$ cat config.mk
export PLATFORM = sky130hd
export DESIGN_NAME = uart_rx
export DESIGN_NICKNAME = d
export VERILOG_FILES = /design/src/rtl/uart_rx.sv
export SDC_FILE = /design/constraint.sdc
export NUM_CORES = 1
export LEC_CHECK = 0
export CORE_MARGIN = 1.5
export CORE_UTILIZATION = 59
export DETAILED_ROUTE_END_ITERATION = 16
export GPL_TIMING_DRIVEN = 1
export HOLD_SLACK_MARGIN = 0.08
export PLACE_DENSITY = 0.83
export SYNTH_ARGS = -nofsm -noshare
export SYNTH_HDL_FRONTEND = slang
export SYNTH_SLANG_ARGS = --single-unit
$ cat constraint.sdc
create_clock -name sys_clk -period 3.75 [get_ports sys_clk]
set_input_delay 0.75 -clock sys_clk [delete_from_list [all_inputs] [get_ports sys_clk]]
set_output_delay 0.75 -clock sys_clk [all_outputs]
set_load 0.02 [all_outputs]
$ cat src/rtl/uart_rx.sv
// UART receiver: oversamples rxd on a synchronised bclkx8 tick, deserialises LSB-first frames
// and hands bytes to the host through a valid/ack handshake with framing/parity/overrun status.
//
// state     | meaning
// ----------|-----------------------------------------------------------
// IDLE      | line idle, waiting for a low sample to mark a start bit
// START     | validating the start bit at mid-bit (false start -> IDLE)
// DATA      | shifting payload bits in, LSB first
// PARITY    | checking the parity bit against the received payload
// STOP      | sampling the stop bit; frame completes at mid-bit
// WAIT_HIGH | stop bit was low; hold off until the line returns high
module uart_rx #(
   parameter int unsigned DATA_BITS  = 8,
   parameter bit          PARITY_EN  = 1'b0,
   parameter bit          PARITY_ODD = 1'b0
) (
   input  logic                 sys_clk,
   input  logic                 rst,
   input  logic                 bclkx8,
   input  logic                 rxd,
   input  logic                 rx_ack,
   output logic [DATA_BITS-1:0] rx_data,
   output logic                 rx_valid,
   output logic                 framing_err,
   output logic                 parity_err,
   output logic                 overrun_err
);

   localparam logic [2:0] ST_IDLE      = 3'd0;
   localparam logic [2:0] ST_START     = 3'd1;
   localparam logic [2:0] ST_DATA      = 3'd2;
   localparam logic [2:0] ST_PARITY    = 3'd3;
   localparam logic [2:0] ST_STOP      = 3'd4;
   localparam logic [2:0] ST_WAIT_HIGH = 3'd5;

   localparam logic [2:0] LAST_IDX = 3'(DATA_BITS - 1);

   // input synchronisers and bclkx8 edge detect
   logic rxd_meta_q, rxd_meta_d;
   logic rxd_s_q, rxd_s_d;
   logic bclk_meta_q, bclk_meta_d;
   logic bclk_sync_q, bclk_sync_d;
   logic bclk_last_q, bclk_last_d;
   logic tick;

   // receive FSM
   logic [2:0]           state_q, state_d;
   logic [2:0]           s_q, s_d;
   logic [2:0]           bit_idx_q, bit_idx_d;
   logic [DATA_BITS-1:0] shift_q, shift_d;
   logic [1:0]           samp_q, samp_d;
   logic                 par_err_pend_q, par_err_pend_d;
   logic                 frm_err_pend_q, frm_err_pend_d;
   logic                 done_q, done_d;
   logic                 maj;
   logic                 par_exp;

   // host-facing registers
   logic [DATA_BITS-1:0] rx_data_q, rx_data_d;
   logic                 rx_valid_q, rx_valid_d;
   logic                 framing_err_q, framing_err_d;
   logic                 parity_err_q, parity_err_d;
   logic                 overrun_err_q, overrun_err_d;

   always_comb begin
      rxd_meta_d  = rxd;
      rxd_s_d     = rxd_meta_q;
      bclk_meta_d = bclkx8;
      bclk_sync_d = bclk_meta_q;
      bclk_last_d = bclk_sync_q;
   end

   assign tick = bclk_sync_q & ~bclk_last_q;

   // the third sample is taken live on the s=5 tick
   assign maj = (samp_q[0] & samp_q[1]) | (samp_q[0] & rxd_s_q) | (samp_q[1] & rxd_s_q);
   assign par_exp = (^shift_q) ^ PARITY_ODD;

   always_comb begin
      state_d        = state_q;
      s_d            = s_q;
      bit_idx_d      = bit_idx_q;
      shift_d        = shift_q;
      samp_d         = samp_q;
      par_err_pend_d = par_err_pend_q;
      frm_err_pend_d = frm_err_pend_q;
      done_d         = 1'b0;

      if (tick) begin
         s_d = s_q + 3'd1;
         if (s_q == 3'd3) samp_d[0] = rxd_s_q;
         if (s_q == 3'd4) samp_d[1] = rxd_s_q;

         case (state_q)
            ST_IDLE: begin
               s_d = 3'd0;
               if (!rxd_s_q) begin
                  state_d        = ST_START;
                  s_d            = 3'd1;
                  par_err_pend_d = 1'b0;
               end
            end
            ST_START: begin
               if (s_q == 3'd5 && maj) begin
                  state_d = ST_IDLE;
                  s_d     = 3'd0;
               end else if (s_q == 3'd7) begin
                  state_d   = ST_DATA;
                  bit_idx_d = 3'd0;
               end
            end
            ST_DATA: begin
               if (s_q == 3'd5) shift_d = {maj, shift_q[DATA_BITS-1:1]};
               if (s_q == 3'd7) begin
                  if (bit_idx_q == LAST_IDX) state_d = PARITY_EN ? ST_PARITY : ST_STOP;
                  else                       bit_idx_d = bit_idx_q + 3'd1;
               end
            end
            ST_PARITY: begin
               if (s_q == 3'd5) par_err_pend_d = maj ^ par_exp;
               if (s_q == 3'd7) state_d = ST_STOP;
            end
            ST_STOP: begin
               if (s_q == 3'd5) begin
                  done_d         = 1'b1;
                  frm_err_pend_d = ~maj;
                  s_d            = 3'd0;
                  state_d        = maj ? ST_IDLE : ST_WAIT_HIGH;
               end
            end
            ST_WAIT_HIGH: begin
               s_d = 3'd0;
               if (rxd_s_q) state_d = ST_IDLE;
            end
            default: begin
               state_d = ST_IDLE;
               s_d     = 3'd0;
            end
         endcase
      end
   end

   // a completing frame always wins over a pending one; ack in the same cycle only clears overrun
   always_comb begin
      rx_data_d     = rx_data_q;
      rx_valid_d    = rx_valid_q;
      framing_err_d = framing_err_q;
      parity_err_d  = parity_err_q;
      overrun_err_d = overrun_err_q;

      if (done_q) begin
         rx_data_d     = shift_q;
         framing_err_d = frm_err_pend_q;
         parity_err_d  = PARITY_EN & par_err_pend_q;
         rx_valid_d    = 1'b1;
         overrun_err_d = rx_valid_q & ~rx_ack;
      end else if (rx_ack && rx_valid_q) begin
         rx_valid_d    = 1'b0;
         overrun_err_d = 1'b0;
      end
   end

   always_ff @(posedge sys_clk) begin
      if (rst) begin
         rxd_meta_q     <= 1'b1;
         rxd_s_q        <= 1'b1;
         bclk_meta_q    <= 1'b0;
         bclk_sync_q    <= 1'b0;
         bclk_last_q    <= 1'b0;
         state_q        <= ST_IDLE;
         s_q            <= 3'd0;
         bit_idx_q      <= 3'd0;
         shift_q        <= '0;
         samp_q         <= 2'b00;
         par_err_pend_q <= 1'b0;
         frm_err_pend_q <= 1'b0;
         done_q         <= 1'b0;
         rx_data_q      <= '0;
         rx_valid_q     <= 1'b0;
         framing_err_q  <= 1'b0;
         parity_err_q   <= 1'b0;
         overrun_err_q  <= 1'b0;
      end else begin
         rxd_meta_q     <= rxd_meta_d;
         rxd_s_q        <= rxd_s_d;
         bclk_meta_q    <= bclk_meta_d;
         bclk_sync_q    <= bclk_sync_d;
         bclk_last_q    <= bclk_last_d;
         state_q        <= state_d;
         s_q            <= s_d;
         bit_idx_q      <= bit_idx_d;
         shift_q        <= shift_d;
         samp_q         <= samp_d;
         par_err_pend_q <= par_err_pend_d;
         frm_err_pend_q <= frm_err_pend_d;
         done_q         <= done_d;
         rx_data_q      <= rx_data_d;
         rx_valid_q     <= rx_valid_d;
         framing_err_q  <= framing_err_d;
         parity_err_q   <= parity_err_d;
         overrun_err_q  <= overrun_err_d;
      end
   end

   assign rx_data     = rx_data_q;
   assign rx_valid    = rx_valid_q;
   assign framing_err = framing_err_q;
   assign parity_err  = parity_err_q;
   assign overrun_err = overrun_err_q;

endmodule

==> summary.txt <==
Floorplan
  – Core outline area: 2540 um^2
  – Number of top-level pins: 17
  – Initial core utilization: 0.641
  – Chip Height: 55.6 um
  – Total die area: 3090 um^2
  – FP Rows: 18
  – Die width: 55.6 um

Drt
  – Detailed-route via count: 1220
  – Wirelength, routed: 3.03 mm
  – Vias per cell: 5.65
  – Final routed wire length divided by cell count: 14.0 um
  – Post-DRT Antenna Nets: 0
  – Number of iterations in the first detailed-routing pass: 4
  – Initial DRC count: 25
  – Number of design rule violations left after detail routing: 0

STA
  – Final critical-path setup slack: 1.65 ns
  – Number of max-slew violations in the final report: 0
  – Final setup violation count: 0
  – Transition time of the tightest slew-check pin: 0.649 ns
  – Final critical path time including I/O delays and setup: 2.10 ns
  – Final hold viol count: 0
  – Final critical-path share of the clock period: 0.559
  – Unrepaired setup endpoints after global routing: no
  – Clk_skew: 0.00765 ns
  – Slew Limit Headroom: 0.567
  – Setup tns final: 0 ns
  – Peak clock frequency supported by timing: 477 MHz

Worst setup path
  – Register-to-Register Path Depth: 6
  – Buf+Inv Stages, Crit Path: 1
  – Critical Path Max Stage Delay: 0.61 ns
  – Critical path class: reg -> out
  – Capture point of the worst reg-to-reg path: state_q[2]
  – Depth of the critical timing path with buffers and inverters included: 1
  – Series of cell instances along the critical path: clkdlybuf4s50_1
  – CP max FO: 4
  – Launch point of the worst path: rx_valid
  – Worst setup path endpoint: rx_valid
  – Critical Path Slowest Stage Cell: sky130_fd_sc_hd__clkdlybuf4s50_1
  – Type of element launching the critical path: register
  – RR Startpoint: s_q[0]
  – Minimum setup slack among reg-to-reg paths: 1.68 ns
  – Largest delay contributor family on the critical path: buffers and inverters
  – Endpoint arrival time on the critical path: 1.35 ns
  – CP Capture Type: primary output
  – Data required time of the critical path: 3.00 ns

Clocking
  – Clock tree from TritonCTS: built
  – Hold-fix buffer count after cts: 0
  – Post CTS Setup Buffer Count: 0
  – Clock root buffer: sky130_fd_sc_hd__clkbuf_4
  – Bufs on Longest Clock Path: 2
  – Clock-pin slew of the registers on the worst-case setup and hold paths: 0.11 ns
  – Latest clock arrival within the worst-skew pair: 0.35 ns
  – Clock Sinks: 37
  – Clock buffer count from CTS: 5
  – CTS H-tree lvls: 2
  – Quantity of gates resized following cts: 0

Logic synthesis
  – Ys Warns: 0
  – Distinct cells, synth: 41
  – Post-synth EDFFs: 0
  – Number of nets produced by synthesis: 186
  – Sequential share of the synthesized area: 0.454
  – Mean post-synth cell area: 9.38 um^2
  – Number of synthesized register bits: 37
  – Most used DFF post-synth: sky130_fd_sc_hd__dfxtp_1
  – Area of the mapped netlist: 1630 um^2
  – Number of instances in the synthesized netlist: 174
  – Share of flip-flops with an asynchronous set or reset: 0

Placement
  – Estimated wirelength of the detail-placed design: 2.18 mm
  – Gpl congestion: 0.858
  – Pre-CTS setup slack: 1.44 ns
  – Count of buffers from port buffering: 15

Cells and area
  – Diode insertion count for antenna repair: 0
  – Synthesis-to-finish area growth: 11.8%
  – Number of nets in the layout: 198
  – Most common library cell in the layout ignoring fill and taps: sky130_fd_sc_hd__dfxtp_1
  – Top library cells by usage in the layout, fill and taps aside: 37 x sky130_fd_sc_hd__dfxtp_1, 23 x sky130_fd_sc_hd__nor2_1, 19 x sky130_fd_sc_hd__mux2i_1
  – Share of cells above drive strength 1: 0.0753
  – Core occupancy in the finished layout: 0.717

Global routing
  – GRT Overall Usage: 0.214
  – Initial antenna violation count: 0
  – Remaining global-route overflow: 0
  – First-pass GRT wire length: 5.11 mm
  – Largest net degree at the start of global routing: 23
  – Vias in the first global route: 1190

Min path
  – Worst min path class: reg -> reg

Power and ir drop
  – Max rail drop VDD: 302 uV
  – Leakage power: 0.659 nW
  – Ratio of total power to cell area: 350 nW/um^2

Job
  – # Max-Cap Violations: 0

Status
  – Status: completed
==> report_power, final <==
part | leakage (nW) | switching [mW] | internal, mW | total [mW]
clock network | 0.0303 | 0.129 | 0.0877 | 0.217
registers | 0.299 | 0.00214 | 0.396 | 0.398
logic | 0.330 | 0.0140 | 0.00909 | 0.0230
total | 0.659 | 0.145 | 0.493 | 0.638
==> cell families after synthesis <==
kind of cell             share of synthesized area
other                                      0.00230
adder cells (fa/ha/maj)                     0.0598
AND/OR/NAND/NOR                              0.203
multiplexers                                 0.117
AO/OA/AOI/OAI                                0.108
buffers and inverters                       0.0560
flip-flops                                   0.454
==> cell usage after synthesis, drive strengths merged, types with 4 or more instances <==
cell type	number	area (um^2)
inv	8	30.0
dfxtp	37	741
o21ai	7	35.0
a21oi	8	40.0
nor2b	4	25.0
buf	5	38.8
nand2	12	45.0
ha	7	87.6
clkbuf	6	22.5
nor2	23	86.3
mux2i	19	190
==> metrics by stage <==
stage | instance area, um^2 | hold WS [ns] | power [mW] | std cells
2_1_floorplan | 1630 | 0.389 | 0.422 | 174
3_3_place_gp | 1770 | 0.395 | 0.428 | 209
3_5_place_dp | 1770 | 0.404 | 0.430 | 209
4_1_cts | 1820 | 0.432 | 0.642 | 216
5_1_grt | 1820 | 0.456 | 0.661 | 216
6_report | 1820 | 0.429 | 0.638 | 216
==> sequential cells by signal, indices dropped and copies added (netlist names) <==
signal / flops
rxd_s_q: 1
rx_data: 8
framing_err: 1
bclk_last_q: 1
rxd_meta_q: 1
rx_valid: 1
bclk_meta_q: 1
bit_idx_q: 3
shift_q: 8
done_q: 1
bclk_last_d: 1
samp_q: 2
s_q: 3
state_q: 3
overrun_err: 1
frm_err_pend_q: 1
==> cell type report <==
class,instances,area [um^2]
timing repair buffer,16,158
tap,30,37.5
sequential,37,741
fill,193,721
multi-input combinational,118,800
inverter,8,30.0
clock inverter,1,7.51
clock buffer,6,51.3
==> metal layers <==
| layer | GRT usage | part of all wire | up-vias | wire length [um] |
|---|---|---|---|---|
| li1 | - | - | 620 | - |
| met1 | 0.232 | 0.42 | 565 | 1260 |
| met2 | 0.369 | 0.50 | 29 | 1520 |
| met3 | 0.0767 | 0.060 | 6 | 181 |
| met4 | 0.105 | 0.020 | 0 | 59 |
| met5 | 0 | 0 | - | 0 |
==> worst min path at each step <==
stage          slack (ns)  cells after the start  startpoint      end
6_report             0.43                      1  rxd_meta_q  rxd_s_q
5_1_grt              0.46                      1  rxd_meta_q  rxd_s_q
4_1_cts              0.43                      1  rxd_meta_q  rxd_s_q
3_5_place_dp         0.40                      1  rxd_meta_q  rxd_s_q
3_3_place_gp         0.40                      1  rxd_meta_q  rxd_s_q
2_1_floorplan        0.39                      1  rxd_meta_q  rxd_s_q
(Power assumes the default switching activity.)
